$ cat config.mk
export PLATFORM = sky130hd
export DESIGN_NAME = fc_wr_burst_ctrl_flat
export DESIGN_NICKNAME = d
export VERILOG_FILES = /design/src/rtl/fc_wr_burst_ctrl_pkg.sv /design/src/rtl/fc_wr_burst_ctrl_if.sv /design/src/rtl/fc_wr_word_sel.sv /design/src/rtl/fc_wr_burst_ctrl.sv /design/src/flat_wrapper.sv
export SDC_FILE = /design/constraint.sdc
export NUM_CORES = 1
export LEC_CHECK = 0
export BUFFER_PORTS_ARGS = -buffer_cell sky130_fd_sc_hd__buf_2
export CAP_MARGIN = 20
export CORE_MARGIN = 2
export CORE_UTILIZATION = 59
export DETAILED_ROUTE_END_ITERATION = 8
export HOLD_SLACK_MARGIN = 0.12
export PLACE_DENSITY_LB_ADDON = 0.25
export SLEW_MARGIN = 20
export SYNTH_ARGS = -nofsm -noshare
export SYNTH_HDL_FRONTEND = slang
export SYNTH_SLANG_ARGS = --single-unit
$ cat constraint.sdc
create_clock -name clk -period 5.8 [get_ports clk]
set_input_delay 0.87 -clock clk [delete_from_list [all_inputs] [get_ports clk]]
set_output_delay 0.87 -clock clk [all_outputs]
set_load 0.05 [all_outputs]
$ cat src/rtl/fc_wr_burst_ctrl_pkg.sv
// Shared definitions for the fully-connected result write-back controller.
//   FC_AWID     : default user id driven on the AW channel
//   fc_state_e  : burst FSM states
//   ceil_div()  : integer ceiling division, used to size the burst count
package fc_pkg;

    localparam logic [3:0] FC_AWID = 4'b0110;

    typedef enum logic [2:0] {
        ST_IDLE = 3'd0,
        ST_AW   = 3'd1,
        ST_W    = 3'd2,
        ST_B    = 3'd3,
        ST_DONE = 3'd4
    } fc_state_e;

    function automatic int ceil_div(input int a, input int b);
        return (a + b - 1) / b;
    endfunction

endpackage

$ cat src/rtl/fc_wr_burst_ctrl_if.sv
// Write bus between the result write-back controller and the system bus.
//   AW : awvalid/awready, awaddr, awlen (beats-1), awuser_id, awuser_ap
//   W  : wvalid/wready, wdata, wstrb, wlast
//   B  : bvalid/bready
// master = controller side, slave = bus side.
interface fc_wr_burst_ctrl_if #(
    parameter int ADDR_W = 28
);
    logic              NwcBus_awvalid;
    logic              BusNwc_awready;
    logic [ADDR_W-1:0] NwcBus_awaddr;
    logic [3:0]        NwcBus_awlen;
    logic [3:0]        NwcBus_awuser_id;
    logic              NwcBus_awuser_ap;
    logic              NwcBus_wvalid;
    logic              BusNwc_wready;
    logic [31:0]       NwcBus_wdata;
    logic [3:0]        NwcBus_wstrb;
    logic              NwcBus_wlast;
    logic              BusNwc_bvalid;
    logic              NwcBus_bready;

    modport master (
        output NwcBus_awvalid, NwcBus_awaddr, NwcBus_awlen, NwcBus_awuser_id,
               NwcBus_awuser_ap, NwcBus_wvalid, NwcBus_wdata, NwcBus_wstrb,
               NwcBus_wlast, NwcBus_bready,
        input  BusNwc_awready, BusNwc_wready, BusNwc_bvalid
    );

    modport slave (
        input  NwcBus_awvalid, NwcBus_awaddr, NwcBus_awlen, NwcBus_awuser_id,
               NwcBus_awuser_ap, NwcBus_wvalid, NwcBus_wdata, NwcBus_wstrb,
               NwcBus_wlast, NwcBus_bready,
        output BusNwc_awready, BusNwc_wready, BusNwc_bvalid
    );

endinterface

$ cat src/rtl/fc_wr_word_sel.sv
// Combinational word selector: returns 32-bit word k of the captured result
// vector (word k sits at bits [k*32 +: 32]). Out-of-range k returns zero.
//   vec  : N*32-bit captured vector
//   k    : word index
//   word : selected word
module fc_wr_word_sel #(
    parameter int N  = 10,
    parameter int KW = 4
) (
    input  logic [N*32-1:0] vec,
    input  logic [KW-1:0]   k,
    output logic [31:0]     word
);

    // Indexed word extraction with a zero fallback past the end of the vector.
    always_comb begin
        word = 32'd0;
        if (int'(k) < N) begin
            word = vec[int'(k)*32 +: 32];
        end else begin
            word = 32'd0;
        end
    end

endmodule

$ cat src/rtl/fc_wr_burst_ctrl.sv
// Result write-back controller for the fully-connected layer. Captures a
// BATCH_SIZE x BIAS_SIZE vector of 32-bit results and writes it out as
// address-incrementing bursts of up to BURST_LEN beats, one burst at a time
// (AW, then all W beats, then B).
//   clk, rst_n        : clock, asynchronous active-low reset
//   FcNwc_result_en   : strobe, result vector valid (honoured only when idle)
//   FcNwc_result      : packed [BATCH][BIAS][31:0] results
//   NcNwc_initAddr/En : base byte address and its load strobe
//   NwcNc_done        : one-cycle completion pulse after the last response
//   NwcFc_busy        : job in progress
//   bus               : AW/W/B write channels (master side)
// All outputs are registered: they are decoded from next-state values.
module fc_wr_burst_ctrl
    import fc_pkg::*;
#(
    parameter int         BATCH_SIZE = 1,
    parameter int         BIAS_SIZE  = 10,
    parameter int         BURST_LEN  = 16,
    parameter int         ADDR_W     = 28,
    parameter logic [3:0] AWID       = FC_AWID
) (
    input  logic                            clk,
    input  logic                            rst_n,
    input  logic                            FcNwc_result_en,
    input  logic [BATCH_SIZE*BIAS_SIZE*32-1:0] FcNwc_result,
    input  logic [ADDR_W-1:0]               NcNwc_initAddr,
    input  logic                            NcNwc_initAddrEn,
    output logic                            NwcNc_done,
    output logic                            NwcFc_busy,
    fc_wr_burst_ctrl_if.master              bus
);

    localparam int N    = BATCH_SIZE * BIAS_SIZE;
    localparam int NB   = ceil_div(N, BURST_LEN);
    localparam int LAST = N - (NB - 1) * BURST_LEN;
    localparam int KW   = $clog2(N + 1);
    localparam int BW   = (NB > 1) ? $clog2(NB) : 1;

    generate
        if (BURST_LEN < 1 || BURST_LEN > 16) begin : g_bad_burst_len
            $error("fc_wr_burst_ctrl: BURST_LEN must be within 1..16");
        end
    endgenerate

    fc_state_e         state_r, state_s;
    logic [BW-1:0]     burst_r, burst_s;
    logic [4:0]        beat_r, beat_s;
    logic [KW-1:0]     k_r, k_s;
    logic [ADDR_W-1:0] base_r;
    logic [ADDR_W-1:0] job_base_r, job_base_s;
    logic [N*32-1:0]   buf_r, buf_s;
    logic [4:0]        len_cur_s, len_nxt_s;
    logic [31:0]       word_s;

    logic              awvalid_s, wvalid_s, wlast_s, bready_s, done_s, busy_s;
    logic [ADDR_W-1:0] awaddr_s;
    logic [3:0]        awlen_s, wstrb_s;
    logic [31:0]       wdata_s;

    // Beats in the current burst and in the burst selected for next cycle;
    // only the final burst may be short.
    always_comb begin
        len_cur_s = (burst_r == BW'(NB - 1)) ? 5'(LAST) : 5'(BURST_LEN);
        len_nxt_s = (burst_s == BW'(NB - 1)) ? 5'(LAST) : 5'(BURST_LEN);
    end

    // Next-state, counter and capture logic. Handshakes use the registered
    // valid, which is high exactly when the FSM sits in the matching state.
    always_comb begin
        state_s    = state_r;
        burst_s    = burst_r;
        beat_s     = beat_r;
        k_s        = k_r;
        job_base_s = job_base_r;
        buf_s      = buf_r;
        case (state_r)
            ST_IDLE: begin
                if (FcNwc_result_en) begin
                    buf_s      = FcNwc_result;
                    // A coincident base load applies to the job being captured.
                    job_base_s = NcNwc_initAddrEn ? NcNwc_initAddr : base_r;
                    burst_s    = {BW{1'b0}};
                    beat_s     = 5'd0;
                    k_s        = {KW{1'b0}};
                    state_s    = ST_AW;
                end else begin
                    state_s = ST_IDLE;
                end
            end
            ST_AW: begin
                if (bus.BusNwc_awready) begin
                    state_s = ST_W;
                end else begin
                    state_s = ST_AW;
                end
            end
            ST_W: begin
                if (bus.BusNwc_wready) begin
                    k_s = k_r + KW'(1);
                    if (beat_r == len_cur_s - 5'd1) begin
                        beat_s  = 5'd0;
                        state_s = ST_B;
                    end else begin
                        beat_s  = beat_r + 5'd1;
                        state_s = ST_W;
                    end
                end else begin
                    state_s = ST_W;
                end
            end
            ST_B: begin
                if (bus.BusNwc_bvalid) begin
                    if (burst_r != BW'(NB - 1)) begin
                        burst_s = burst_r + BW'(1);
                        state_s = ST_AW;
                    end else begin
                        state_s = ST_DONE;
                    end
                end else begin
                    state_s = ST_B;
                end
            end
            ST_DONE: begin
                state_s = ST_IDLE;
            end
            default: begin
                state_s = ST_IDLE;
            end
        endcase
    end

    fc_wr_word_sel #(
        .N  (N),
        .KW (KW)
    ) u_word_sel (
        .vec  (buf_s),
        .k    (k_s),
        .word (word_s)
    );

    // Output decode from next-state values so the output registers line up
    // with the state register.
    always_comb begin
        awvalid_s = 1'b0;
        awaddr_s  = {ADDR_W{1'b0}};
        awlen_s   = 4'd0;
        wvalid_s  = 1'b0;
        wdata_s   = 32'd0;
        wstrb_s   = 4'h0;
        wlast_s   = 1'b0;
        if (state_s == ST_AW) begin
            awvalid_s = 1'b1;
            // Address wraps modulo 2^ADDR_W by truncation.
            awaddr_s  = job_base_s + ADDR_W'(burst_s) * ADDR_W'(BURST_LEN * 4);
            awlen_s   = 4'(len_nxt_s - 5'd1);
        end else begin
            awvalid_s = 1'b0;
        end
        if (state_s == ST_W) begin
            wvalid_s = 1'b1;
            wdata_s  = word_s;
            wstrb_s  = 4'hF;
            wlast_s  = (beat_s == len_nxt_s - 5'd1);
        end else begin
            wvalid_s = 1'b0;
        end
        bready_s = (state_s == ST_B);
        done_s   = (state_s == ST_DONE);
        busy_s   = (state_s == ST_AW) || (state_s == ST_W) || (state_s == ST_B);
    end

    // State, counters, job base and result buffer.
    always_ff @(posedge clk or negedge rst_n) begin
        if (!rst_n) begin
            state_r    <= ST_IDLE;
            burst_r    <= {BW{1'b0}};
            beat_r     <= 5'd0;
            k_r        <= {KW{1'b0}};
            job_base_r <= {ADDR_W{1'b0}};
            buf_r      <= {(N*32){1'b0}};
        end else begin
            state_r    <= state_s;
            burst_r    <= burst_s;
            beat_r     <= beat_s;
            k_r        <= k_s;
            job_base_r <= job_base_s;
            buf_r      <= buf_s;
        end
    end

    // Base register loads in any state; a running job keeps its own copy.
    always_ff @(posedge clk or negedge rst_n) begin
        if (!rst_n) begin
            base_r <= {ADDR_W{1'b0}};
        end else if (NcNwc_initAddrEn) begin
            base_r <= NcNwc_initAddr;
        end else begin
            base_r <= base_r;
        end
    end

    // Registered outputs.
    always_ff @(posedge clk or negedge rst_n) begin
        if (!rst_n) begin
            bus.NwcBus_awvalid   <= 1'b0;
            bus.NwcBus_awaddr    <= {ADDR_W{1'b0}};
            bus.NwcBus_awlen     <= 4'd0;
            bus.NwcBus_awuser_id <= 4'd0;
            bus.NwcBus_awuser_ap <= 1'b0;
            bus.NwcBus_wvalid    <= 1'b0;
            bus.NwcBus_wdata     <= 32'd0;
            bus.NwcBus_wstrb     <= 4'h0;
            bus.NwcBus_wlast     <= 1'b0;
            bus.NwcBus_bready    <= 1'b0;
            NwcNc_done           <= 1'b0;
            NwcFc_busy           <= 1'b0;
        end else begin
            bus.NwcBus_awvalid   <= awvalid_s;
            bus.NwcBus_awaddr    <= awaddr_s;
            bus.NwcBus_awlen     <= awlen_s;
            bus.NwcBus_awuser_id <= AWID;
            bus.NwcBus_awuser_ap <= awvalid_s;
            bus.NwcBus_wvalid    <= wvalid_s;
            bus.NwcBus_wdata     <= wdata_s;
            bus.NwcBus_wstrb     <= wstrb_s;
            bus.NwcBus_wlast     <= wlast_s;
            bus.NwcBus_bready    <= bready_s;
            NwcNc_done           <= done_s;
            NwcFc_busy           <= busy_s;
        end
    end

endmodule

$ cat src/flat_wrapper.sv
// flat-port wrapper written by rule: the top's interface ports become plain ports
module fc_wr_burst_ctrl_flat import fc_pkg::*;
#(
    parameter int         BATCH_SIZE = 1,
    parameter int         BIAS_SIZE  = 10,
    parameter int         BURST_LEN  = 16,
    parameter int         ADDR_W     = 28,
    parameter logic [3:0] AWID       = FC_AWID
)
  (clk, rst_n, FcNwc_result_en, FcNwc_result, NcNwc_initAddr, NcNwc_initAddrEn, NwcNc_done, NwcFc_busy, bus_NwcBus_awvalid, bus_NwcBus_awaddr, bus_NwcBus_awlen, bus_NwcBus_awuser_id, bus_NwcBus_awuser_ap, bus_NwcBus_wvalid, bus_NwcBus_wdata, bus_NwcBus_wstrb, bus_NwcBus_wlast, bus_NwcBus_bready, bus_BusNwc_awready, bus_BusNwc_wready, bus_BusNwc_bvalid);
  fc_wr_burst_ctrl_if #(.ADDR_W(ADDR_W)) bus_i ();
  input  logic clk;
  input  logic rst_n;
  input  logic FcNwc_result_en;
  input  logic [BATCH_SIZE*BIAS_SIZE*32-1:0] FcNwc_result;
  input  logic [ADDR_W-1:0] NcNwc_initAddr;
  input  logic NcNwc_initAddrEn;
  output logic NwcNc_done;
  output logic NwcFc_busy;
  output wire logic [$bits(bus_i.NwcBus_awvalid)-1:0] bus_NwcBus_awvalid;
  output wire logic [$bits(bus_i.NwcBus_awaddr)-1:0] bus_NwcBus_awaddr;
  output wire logic [$bits(bus_i.NwcBus_awlen)-1:0] bus_NwcBus_awlen;
  output wire logic [$bits(bus_i.NwcBus_awuser_id)-1:0] bus_NwcBus_awuser_id;
  output wire logic [$bits(bus_i.NwcBus_awuser_ap)-1:0] bus_NwcBus_awuser_ap;
  output wire logic [$bits(bus_i.NwcBus_wvalid)-1:0] bus_NwcBus_wvalid;
  output wire logic [$bits(bus_i.NwcBus_wdata)-1:0] bus_NwcBus_wdata;
  output wire logic [$bits(bus_i.NwcBus_wstrb)-1:0] bus_NwcBus_wstrb;
  output wire logic [$bits(bus_i.NwcBus_wlast)-1:0] bus_NwcBus_wlast;
  output wire logic [$bits(bus_i.NwcBus_bready)-1:0] bus_NwcBus_bready;
  input wire logic [$bits(bus_i.BusNwc_awready)-1:0] bus_BusNwc_awready;
  input wire logic [$bits(bus_i.BusNwc_wready)-1:0] bus_BusNwc_wready;
  input wire logic [$bits(bus_i.BusNwc_bvalid)-1:0] bus_BusNwc_bvalid;
  assign bus_NwcBus_awvalid = bus_i.NwcBus_awvalid;
  assign bus_NwcBus_awaddr = bus_i.NwcBus_awaddr;
  assign bus_NwcBus_awlen = bus_i.NwcBus_awlen;
  assign bus_NwcBus_awuser_id = bus_i.NwcBus_awuser_id;
  assign bus_NwcBus_awuser_ap = bus_i.NwcBus_awuser_ap;
  assign bus_NwcBus_wvalid = bus_i.NwcBus_wvalid;
  assign bus_NwcBus_wdata = bus_i.NwcBus_wdata;
  assign bus_NwcBus_wstrb = bus_i.NwcBus_wstrb;
  assign bus_NwcBus_wlast = bus_i.NwcBus_wlast;
  assign bus_NwcBus_bready = bus_i.NwcBus_bready;
  assign bus_i.BusNwc_awready = bus_BusNwc_awready;
  assign bus_i.BusNwc_wready = bus_BusNwc_wready;
  assign bus_i.BusNwc_bvalid = bus_BusNwc_bvalid;
  fc_wr_burst_ctrl #(.BATCH_SIZE(BATCH_SIZE), .BIAS_SIZE(BIAS_SIZE), .BURST_LEN(BURST_LEN), .ADDR_W(ADDR_W), .AWID(AWID)) u_core (.clk(clk), .rst_n(rst_n), .FcNwc_result_en(FcNwc_result_en), .FcNwc_result(FcNwc_result), .NcNwc_initAddr(NcNwc_initAddr), .NcNwc_initAddrEn(NcNwc_initAddrEn), .NwcNc_done(NwcNc_done), .NwcFc_busy(NwcFc_busy), .bus(bus_i));
endmodule
==> results of run 1 <==
## per-stage QoR
step                 util  area, µm²  worst slack, ns  std cells
floorplan               -      20900             2.32       2381
global placement    0.669      23200             2.12       3120
detailed placement  0.669      23200             1.96       3120
CTS                 0.716      24800             2.20       3205
global route        0.717      24900             2.02       3223
finish              0.718      24900             2.30       3226
## synthesized netlist by cell type, types with 17 or more instances
cell type / count / area (µm²)
and3_1: 55 / 344
dfrtp_1: 457 / 11400
o21ai_0: 98 / 490
nand3_1: 37 / 185
inv_1: 35 / 131
o2111a_1: 22 / 248
nor2_1: 44 / 165
clkbuf_1: 104 / 390
a21o_1: 23 / 173
a41oi_1: 21 / 184
o211a_1: 22 / 220
buf_2: 45 / 225
nand2_1: 1092 / 4100
a31oi_1: 30 / 188
mux2i_1: 52 / 521
xnor2_1: 18 / 158
a211oi_1: 45 / 338
buf_4: 17 / 128
a21oi_1: 37 / 185
## area by class of cell
cell class                      count  area, µm²  area share
Clock buffer                       67       1400      0.0563
Tap cell                          455        569      0.0229
Multi-Input combinational cell   1716       8660       0.348
Clock inverter                     18        224     0.00899
Timing Repair Buffer              457       2430      0.0975
Sequential cell                   457      11400       0.459
Inverter                           36        140     0.00563
Antenna cell                       20       50.0     0.00201
## critical path: stages (launching register included)
cell and delay (ns):
dfrtp_1 0.72, or4b_4 0.87, nand2_1 0.25, nor4_4 0.82, buf_4 0.38, a31oi_1 0.15, o211a_1 0.16
## cell families after synthesis
logic type	after synthesis	share of synthesized area
other	2	0.000359
AOI/OAI and AO/OA	338	0.115
DFF	457	0.547
xor gates and xnor gates	20	0.00837
buffers and inverters	208	0.0438
adders and majority gates	4	0.00239
and+or+nand+nor	1286	0.252
muxes	65	0.0319
## where the power goes
group / switching [mW] / internal [mW] / total (mW)
registers: 0.745 / 4.56 / 5.30
clock network: 1.27 / 1.90 / 3.17
logic: 4.10 / 1.87 / 5.97
total: 6.12 / 8.33 / 14.4
## routing by layer
layer / global-route usage / part of all wire
met5: 0 / 0.00046
met4: 0.181 / 0.050
met3: 0.0613 / 0.093
met2: 0.519 / 0.45
met1: 0.506 / 0.41
## state kept, by name (all words and copies together), names as in the netlist, 2 cells and up
signal                    flops
u_core.bus.NwcBus_awlen       2
u_core.buf_r                320
u_core.base_r                28
u_core.beat_r                 5
u_core.k_r                    4
u_core.state_r                3
u_core.job_base_r            28
u_core.bus.NwcBus_wdata      32
u_core.bus.NwcBus_awaddr     28
## worst min-delay path by stage
stage,start,endpoint,depth (start not counted)
global route,rst_n,u_core.base_r[4],1
finish,rst_n,u_core.base_r[4],1
floorplan,u_core.buf_r[138],u_core.buf_r[138],2
global placement,u_core.buf_r[29],u_core.buf_r[29],2
detailed placement,u_core.buf_r[214],u_core.buf_r[214],2
CTS,rst_n,u_core.base_r[4],1
==> flow_metrics.tcl, run 1 <==
set metrics [dict create \
    worstSkewPairLatency_ns 0.56 \
    most-common-layout-cells "nand2_1 (1091), dfrtp_1 (457), buf_2 (430)" \
    path_clk_slew_ns 0.06 \
    ys_types 67 \
    dieWidth_um 192 \
    hold-worst-slack_ns 0.345 \
    cts-hold-fix-buffers 0 \
    maxSlewHeadroom 0.325 \
    path_class "flop to flop" \
    synth.avg_cell_area_um2 8.79 \
    fillCellCount 2681 \
    fin_skew_ns 0.0248 \
    final_common_cell "nand2_1" \
    rsz0062_at_grt "no" \
    finalPower_mw 14.4 \
    crit_arrival_ns 3.94 \
    vias_per_cell 5.85 \
    clk_path_buf_depth 3 \
    antenna_left 0 \
    io_buffers 431 \
    grt_overflow 0 \
    htreeDepth 2 \
    cp-endpoint "u_core.bus.NwcBus_wdata[15]" \
    synth_edf_count 0 \
    ioPinCount 434 \
    drv_cap 0 \
    syn_inst 2380 \
    drt-wirelength-per-cell_um 20.3 \
    post-cts-setup-buffers 0 \
    dr.pass1.iters 5 \
    grt_max_degree 204 \
    timing.rr.end "u_core.bus.NwcBus_wdata[15]" \
    die_y_um 192 \
    async_reset_ff_frac 1.00 \
    timing.final.crit_share 0.604 \
    gp_congestion 0.937 \
    rows 68 \
    routed_wirelength_um 65500 \
    crit_path_end_kind "flop" \
    ys.warnings.count 0 \
    r2r_cells 6 \
    dieArea_um2 37000 \
    start_kind "flop" \
    clock_sinks 457 \
    status "finished clean" \
    hp-class "input port to asynchronous set/reset pin" \
    route.detailed.drc 0 \
    numCtsBuffers 46 \
    min_period_ns 3.50 \
    syn-cell-area_um2 20900 \
    worst-r2r-setup-slack_ns 2.30 \
    grt_pass1_wl_um 100000 \
    cts-root-buf "clkbuf_16" \
    initialDrtViolationCount 2002 \
    fp.coreArea_um2 34700 \
    worstPathRequired_ns 6.24 \
    tightest_slew_ns 1.01 \
    ctsResizeCount 0 \
    max_freq_mhz 286 \
    setup_viol 0 \
    crit_fanout 85 \
    layout.nets 3073 \
    maxSlewViolCount 0 \
    first_global_vias 18300 \
    place_hpwl_um 44000 \
    ir_drop_mv 0.459 \
    ys.flop_type "dfrtp_1" \
    yosysSeqAreaShare 0.547 \
    hold_viol 0 \
    reg2reg_from "u_core.state_r[0]" \
    setup-tns-final_ns 0 \
    antenna_found_initial 21 \
    ys_ff_latch 457 \
    cts_tree "yes" \
    p_per_area_nw_per_um2 580 \
    initial_core_util 0.603 \
    drive_gt1_frac 0.210 \
    crit_start "u_core.state_r[0]" \
    vias 18900 \
    area_growth_pct 19.1 \
    p_leak_nw 13.3 \
    grt_usage 0.353 \
]
Power figures use the tool's default switching activity.
==> inputs of run 2 (changes only) <==
--- a/config.mk
+++ b/config.mk
@@ -5,10 +5,11 @@
 export SDC_FILE = /design/constraint.sdc
 export NUM_CORES = 1
 export LEC_CHECK = 0
+export ABC_AREA = 1
 export BUFFER_PORTS_ARGS = -buffer_cell sky130_fd_sc_hd__buf_2
 export CAP_MARGIN = 20
 export CORE_MARGIN = 2
-export CORE_UTILIZATION = 59
+export CORE_UTILIZATION = 50
 export DETAILED_ROUTE_END_ITERATION = 8
 export HOLD_SLACK_MARGIN = 0.12
 export PLACE_DENSITY_LB_ADDON = 0.25
==> constraint.sdc (replaced) <==
create_clock -name clk -period 3.15 [get_ports clk]
set_input_delay 0.4725 -clock clk [delete_from_list [all_inputs] [get_ports clk]]
set_output_delay 0.4725 -clock clk [all_outputs]
set_load 0.05 [all_outputs]
==> run 2 against run 1 <==
  * Die area is 19% higher
  * Clock skew barely moved
  * Cell count grew 16%
  * Flip-flop and latch count unchanged
  * Critical path depth is 5 higher
  * Worst setup slack worse by 1.9 ns
  * Synthesized cell count grew 14%
  * Core utilization shrank 9.1 points
  * Global-route usage down 1.9 points
  * Routed wire length increased by 12%
  * Sequential share of layout area fell by 2.2 points
  * Power is 94% higher
  * Critical path type unchanged
  * Largest power group unchanged
==> flow_metrics.tcl, run 2 <==
set metrics [dict create \
    status "finished clean" \
    hp-class "input port to flop" \
    numCtsBuffers 48 \
    place_hpwl_um 52100 \
    clk_path_buf_depth 3 \
    layout.nets 3530 \
    holdPathStages 3 \
    antenna_found_initial 4 \
    async_reset_ff_frac 1.00 \
    grt_pass1_wl_um 112000 \
    hold-path-endpoint "u_core.buf_r[40]" \
    grtUsageMet2 0.529 \
    ys.warnings.count 0 \
    clock_sinks 457 \
    cts-root-buf "clkbuf_16" \
    cpPeakStageDelay_ns 0.45 \
    cts_tree "yes" \
    htreeDepth 2 \
    start_kind "flop" \
    area_growth_pct 23.9 \
    worstPathRequired_ns 3.59 \
    syn_inst 2712 \
    drt-wirelength-per-cell_um 19.7 \
    ys_ff_latch 457 \
    final_common_cell "nand2_1" \
    grt_max_degree 160 \
    ys_types 35 \
    met3_usage 0.0729 \
    routed_wirelength_um 73600 \
    rows 75 \
    drive_gt1_frac 0.197 \
    placed_area_um2 23600 \
    crit_path_end_kind "flop" \
    synth_top_cell_by_area "dfrtp_1" \
    top_regs "u_core.buf_r: 320 flops, u_core.bus.NwcBus_wdata: 32 flops" \
    path_clk_slew_ns 0.06 \
    synth_edf_count 0 \
    tightest_slew_ns 0.786 \
    dieArea_um2 43900 \
    yosysSeqAreaShare 0.542 \
    dieWidth_um 209 \
    synth_area_leaders "dfrtp_1 (54%), nand2_1 (26%), nand3_1 (3.5%)" \
    grt_usage 0.334 \
    fin_skew_ns 0.0244 \
    maxSlewHeadroom 0.476 \
    crit_chain "ha_1 -> inv_1 -> nand2_1 -> o21ai_0 -> nand2_1 -> o21ai_0 -> nor2_4 -> buf_4 -> nand3_1 -> a21oi_1 -> nor3_1" \
    vias_per_cell 5.27 \
    ioPinCount 434 \
    final_cell_area_um2 26100 \
    fp.coreArea_um2 41800 \
    dr.pass1.iters 5 \
    ctsResizeCount 0 \
    route.detailed.drc 0 \
    vias 19800 \
    p_leak_nw 14.2 \
    min_period_ns 2.77 \
    crit_arrival_ns 3.20 \
    path_class "flop to flop" \
    worst-r2r-setup-slack_ns 0.38 \
    ys.flop_type "dfrtp_1" \
    maxSlewViolCount 0 \
    setup-tns-final_ns 0 \
    fillCellCount 3678 \
    gp_congestion 0.931 \
    slowest_stage "dfrtp_1" \
    r2r_cells 11 \
    grt_busiest_layer "met2" \
    hold_viol 0 \
    timing.rr.end "u_core.bus.NwcBus_wdata[20]" \
    dp.cells 3559 \
    initialDrtViolationCount 2048 \
    first_global_vias 19600 \
    most-common-layout-cells "nand2_1 (1437), dfrtp_1 (457), buf_2 (430)" \
    grt_overflow 0 \
    reg2reg_from "u_core.k_r[0]" \
    largest_reg_flops 320 \
    rsz0062_at_grt "no" \
    drv_cap 0 \
    synth.avg_cell_area_um2 7.78 \
    synth_common_cells "nand2_1 (1438), dfrtp_1 (457), nand3_1 (149)" \
    timing.final.crit_share 0.878 \
    syn-cell-area_um2 21100 \
    yosysMostFrequentCell "nand2_1" \
    antenna_left 0 \
    grt_use_met1 0.450 \
    io_buffers 431 \
    regMostFlops "u_core.buf_r" \
    setup_viol 0 \
    max_freq_mhz 362 \
    ir_drop_mv 0.515 \
    holdCritStartpoint "FcNwc_result[40]" \
    initial_core_util 0.505 \
    p_per_area_nw_per_um2 1070 \
    die_y_um 209 \
    fin_cells 3746 \
    worstSkewPairLatency_ns 0.59 \
    netlist.area_leader.share 0.542 \
    crit_fanout 37 \
]
## run 2: cell count changes after synthesis, moves of 23 or more
cell | before | now
a31oi_1 | 30 | 0
and3_1 | 55 | 6
mux2i_1 | 52 | 0
buf_2 | 45 | 77
a211oi_1 | 45 | 0
a21oi_1 | 37 | 74
inv_1 | 35 | 126
buf_4 | 17 | 56
or2_2 | 0 | 38
nand2_1 | 1092 | 1438
a21o_1 | 23 | 0
clkbuf_1 | 104 | 21
nand3_1 | 37 | 149
## run 2: per-stage QoR
step | setup slack, ns | hold WS (ns) | utilization | total power [mW]
3_3_place_gp | 0.372 | 0.456 | 0.565 | 21.7
4_1_cts | 0.472 | 0.121 | 0.626 | 27.8
5_1_grt | 0.177 | 0.127 | 0.626 | 29.6
3_5_place_dp | 0.426 | 0.460 | 0.565 | 22.0
6_report | 0.385 | 0.129 | 0.626 | 28.0
2_1_floorplan | 0.714 | 0.177 | - | 17.8
## run 2: timing repair
item	CTS	global route
setup buffers	0	0
setup endpoints to repair	0	0
hold buffers	101	0
endpoints found under the hold margin	171	0
## run 2: metal layers
metal	wire length, µm	up-vias
met1	30200	9414
met5	13	-
met2	33700	918
li1	-	9270
met4	3120	2
met3	6620	152
## run 2: worst max-delay path: cells and delay by family (launching register included)
family	cells	cell delay (ns)
and+or+nand+nor	5	0.72
DFF	1	0.45
adders and majority gates	1	0.31
AOI/OAI and AO/OA	3	0.66
buffers and inverters	2	0.47
## run 2: how the worst max path moves through the flow
stage	end	slack [ns]	cells past startpoint	startpoint
finish	u_core.bus.NwcBus_wdata[20]	0.38	11	u_core.k_r[0]
floorplan	u_core.bus.NwcBus_awaddr[20]	0.71	18	u_core.state_r[0]
global placement	u_core.bus.NwcBus_wdata[20]	0.37	10	FcNwc_result_en
detailed placement	u_core.bus.NwcBus_wdata[20]	0.43	10	FcNwc_result_en
CTS	u_core.bus.NwcBus_wdata[20]	0.47	10	u_core.state_r[1]
global route	u_core.bus.NwcBus_wdata[20]	0.18	10	u_core.state_r[1]
## run 2: power by group
part	total, mW	switching (mW)	internal (mW)
clock	5.73	2.40	3.32
sequential	9.04	0.760	8.28
combinational	13.2	9.53	3.70
## run 2: logic make-up (layout without fill, tap and decap cells)
| group | Yosys count | after routing | share of synthesized area |
|---|---|---|---|
| AND/OR/NAND/NOR | 1757 | 1757 | 0.337 |
| flip-flops | 457 | 457 | 0.542 |
| buffers and inverters | 297 | 788 | 0.0696 |
| AO/OA/AOI/OAI | 195 | 195 | 0.0489 |
| adder cells (fa/ha/maj) | 4 | 4 | 0.00237 |
| other | 2 | 6 | 0.000356 |
## run 2: final cells by class
| type | instances | area [µm²] | area share |
|---|---|---|---|
| diodes | 3 | 7.51 | 0.000287 |
| clock buffers | 70 | 1410 | 0.0537 |
| clock inverters | 13 | 148 | 0.00565 |
| inverters | 135 | 518 | 0.0198 |
| multi-input cells | 1959 | 8230 | 0.315 |
| flip-flops and latches | 457 | 11400 | 0.437 |
| well taps | 539 | 674 | 0.0258 |
| repair buffers | 570 | 3730 | 0.143 |
==> inputs of run 3 (changes only) <==
--- a/config.mk
+++ b/config.mk
@@ -8,11 +8,13 @@
 export ABC_AREA = 1
 export BUFFER_PORTS_ARGS = -buffer_cell sky130_fd_sc_hd__buf_2
 export CAP_MARGIN = 20
+export CORE_ASPECT_RATIO = 1.4
 export CORE_MARGIN = 2
-export CORE_UTILIZATION = 50
+export CORE_UTILIZATION = 30
 export DETAILED_ROUTE_END_ITERATION = 8
 export HOLD_SLACK_MARGIN = 0.12
 export PLACE_DENSITY_LB_ADDON = 0.25
+export REMOVE_ABC_BUFFERS = 1
 export SLEW_MARGIN = 20
 export SYNTH_ARGS = -nofsm -noshare
 export SYNTH_HDL_FRONTEND = slang
==> run 3 against run 2 <==
  * First-iteration DRC count is 46% lower
  * Register-to-register slack better by 0.18 ns
  * Non-clock buffer count increased by 200
  * Worst setup slack better by 0.18 ns
  * Sequential power fell by 0.9%
  * Worst hold slack better by 0.023 ns
  * Highest routed layer is now met4
  * Die area increased by 65%
==> flow_metrics.tcl, run 3 (same netlist as run 2, synthesis figures left out) <==
set metrics [dict create \
    hold_viol 0 \
    finalCoreUtilization 0.409 \
    fillCellCount 7169 \
    first_global_vias 20300 \
    largest_reg_flops 320 \
    io_buffers 431 \
    ir_drop_mv 0.846 \
    clock_sinks 457 \
    initialDrtViolationCount 1097 \
    gp_congestion 0.860 \
    dr.pass1.iters 5 \
    vias 19600 \
    numCtsBuffers 49 \
    finalPower_mw 27.2 \
    fin_cells 4342 \
    cts_tree "yes" \
    multiInputGateArea_um2 8230 \
    drt-wirelength-per-cell_um 16.2 \
    final_common_cell "nand2_1" \
    drive_gt1_frac 0.190 \
    path_class "flop to flop" \
    setup-tns-final_ns 0 \
    die_y_um 318 \
    cts-root-buf "clkbuf_16" \
    ioPinCount 434 \
    antenna_left 0 \
    grt_usage 0.194 \
    antenna_found_initial 2 \
    dp.cells 3976 \
    fin_skew_ns 0.0247 \
    tightest_slew_ns 0.792 \
    path_clk_slew_ns 0.06 \
    maxSlewViolCount 0 \
    setup_viol 0 \
    place_hpwl_um 45600 \
    grt_overflow 0 \
    top_regs "u_core.buf_r: 320 flops, u_core.bus.NwcBus_wdata: 32 flops" \
    min_period_ns 2.58 \
    rows 115 \
    p_leak_nw 15.0 \
    vias_per_cell 4.50 \
    clk_path_buf_depth 3 \
    hold-worst-slack_ns 0.152 \
    grt_pass1_wl_um 111000 \
    routed_wirelength_um 70500 \
    initial_core_util 0.302 \
    route.detailed.drc 0 \
    dieWidth_um 228 \
    dieArea_um2 72500 \
    worstSkewPairLatency_ns 0.60 \
    crit_fanout 5 \
    crit_path_end_kind "flop" \
    seq_area_um2 11400 \
    maxSlewHeadroom 0.472 \
    max_freq_mhz 387 \
    start_kind "flop" \
    p_per_area_nw_per_um2 952 \
    crit_arrival_ns 3.10 \
    rsz0062_at_grt "no" \
    worstPathRequired_ns 3.67 \
    hp-class "input port to flop" \
    fp.coreArea_um2 69900 \
    grt_max_degree 159 \
    most-common-layout-cells "nand2_1 (1436), dfrtp_1 (457), buf_2 (430)" \
    area_growth_pct 35.4 \
    regMostFlops "u_core.buf_r" \
    drv_cap 0 \
    ctsResizeCount 0 \
    layout.nets 3731 \
    htreeDepth 2 \
    status "finished clean" \
    timing.final.crit_share 0.820 \
    post-cts-setup-buffers 0 \
]
## run 3: changes by cell type in the layout (fill, tap and decap cells not counted), moves of 3 or more
cell,delta
dlygate4sd3_1,+180
buf_4,+23
clkbuf_8,-5
clkbuf_1,+4
clkinv_2,-4
buf_12,-3
## run 3: metal layers
| layer | routed length, µm | vias to the layer above | GRT usage |
|---|---|---|---|
| met3 | 3080 | 160 | 0.0264 |
| met4 | 3170 | 0 | 0.0877 |
| li1 | - | 9687 | - |
| met2 | 35400 | 573 | 0.347 |
| met1 | 28900 | 9133 | 0.230 |
| met5 | 0 | - | 0 |
## run 3: timing repair
action,in CTS,in global routing
endpoints found under the setup margin,0,0
hold buffers,281,0
endpoints found under the hold margin,328,0
## run 3: per-stage QoR
step           setup slack (ns)  instance area [µm²]
5_1_grt                   0.298                28600
6_report                  0.567                28600
2_1_floorplan             -7.79                20100
4_1_cts                   0.575                28600
3_5_place_dp              0.524                24200
3_3_place_gp              0.566                24200
## run 3: final cells by class
cell class / instances / share of cell area
repair buffers: 770 / 0.197
multi-input cells: 1959 / 0.288
diodes: 2 / 0.000175
well taps: 936 / 0.0410
clock buffers: 71 / 0.0490
inverters: 135 / 0.0181
flip-flops and latches: 457 / 0.400
clock inverters: 12 / 0.00604
## run 3: power by group
part | total (mW) | internal, mW | switching, mW
Combinational | 12.4 | 3.90 | 8.53
Sequential | 8.96 | 8.27 | 0.686
Clock | 5.81 | 3.40 | 2.42
Total | 27.2 | 15.6 | 11.6
## run 3: path summary, 6_finish.rpt
path,from,endpoint,slack (ns),depth (start not counted)
min in group asynchronous,rst_n,u_core.job_base_r[22],0.44,2
min reg2reg,u_core.base_r[25],u_core.base_r[25],0.47,2
max reg2reg,u_core.state_r[1],u_core.bus.NwcBus_awaddr[20],0.57,14
min,FcNwc_result[118],u_core.buf_r[118],0.15,3
max in group asynchronous,rst_n,u_core.buf_r[181],1.80,3
max,u_core.state_r[1],u_core.bus.NwcBus_awaddr[20],0.57,14
## run 3: worst max-delay path, stage by stage (launching register included)
cell and delay, ns:
dfrtp_1 0.47, nand3_1 0.21, nor2_1 0.17, inv_1 0.05
a21oi_1 0.28, ha_1 0.35, ha_1 0.25, nand2_2 0.08
nor2_2 0.11, nand2_1 0.13, nor2_4 0.14, nand2_1 0.08
nand2_1 0.06, nand2_1 0.05, nor2_1 0.10
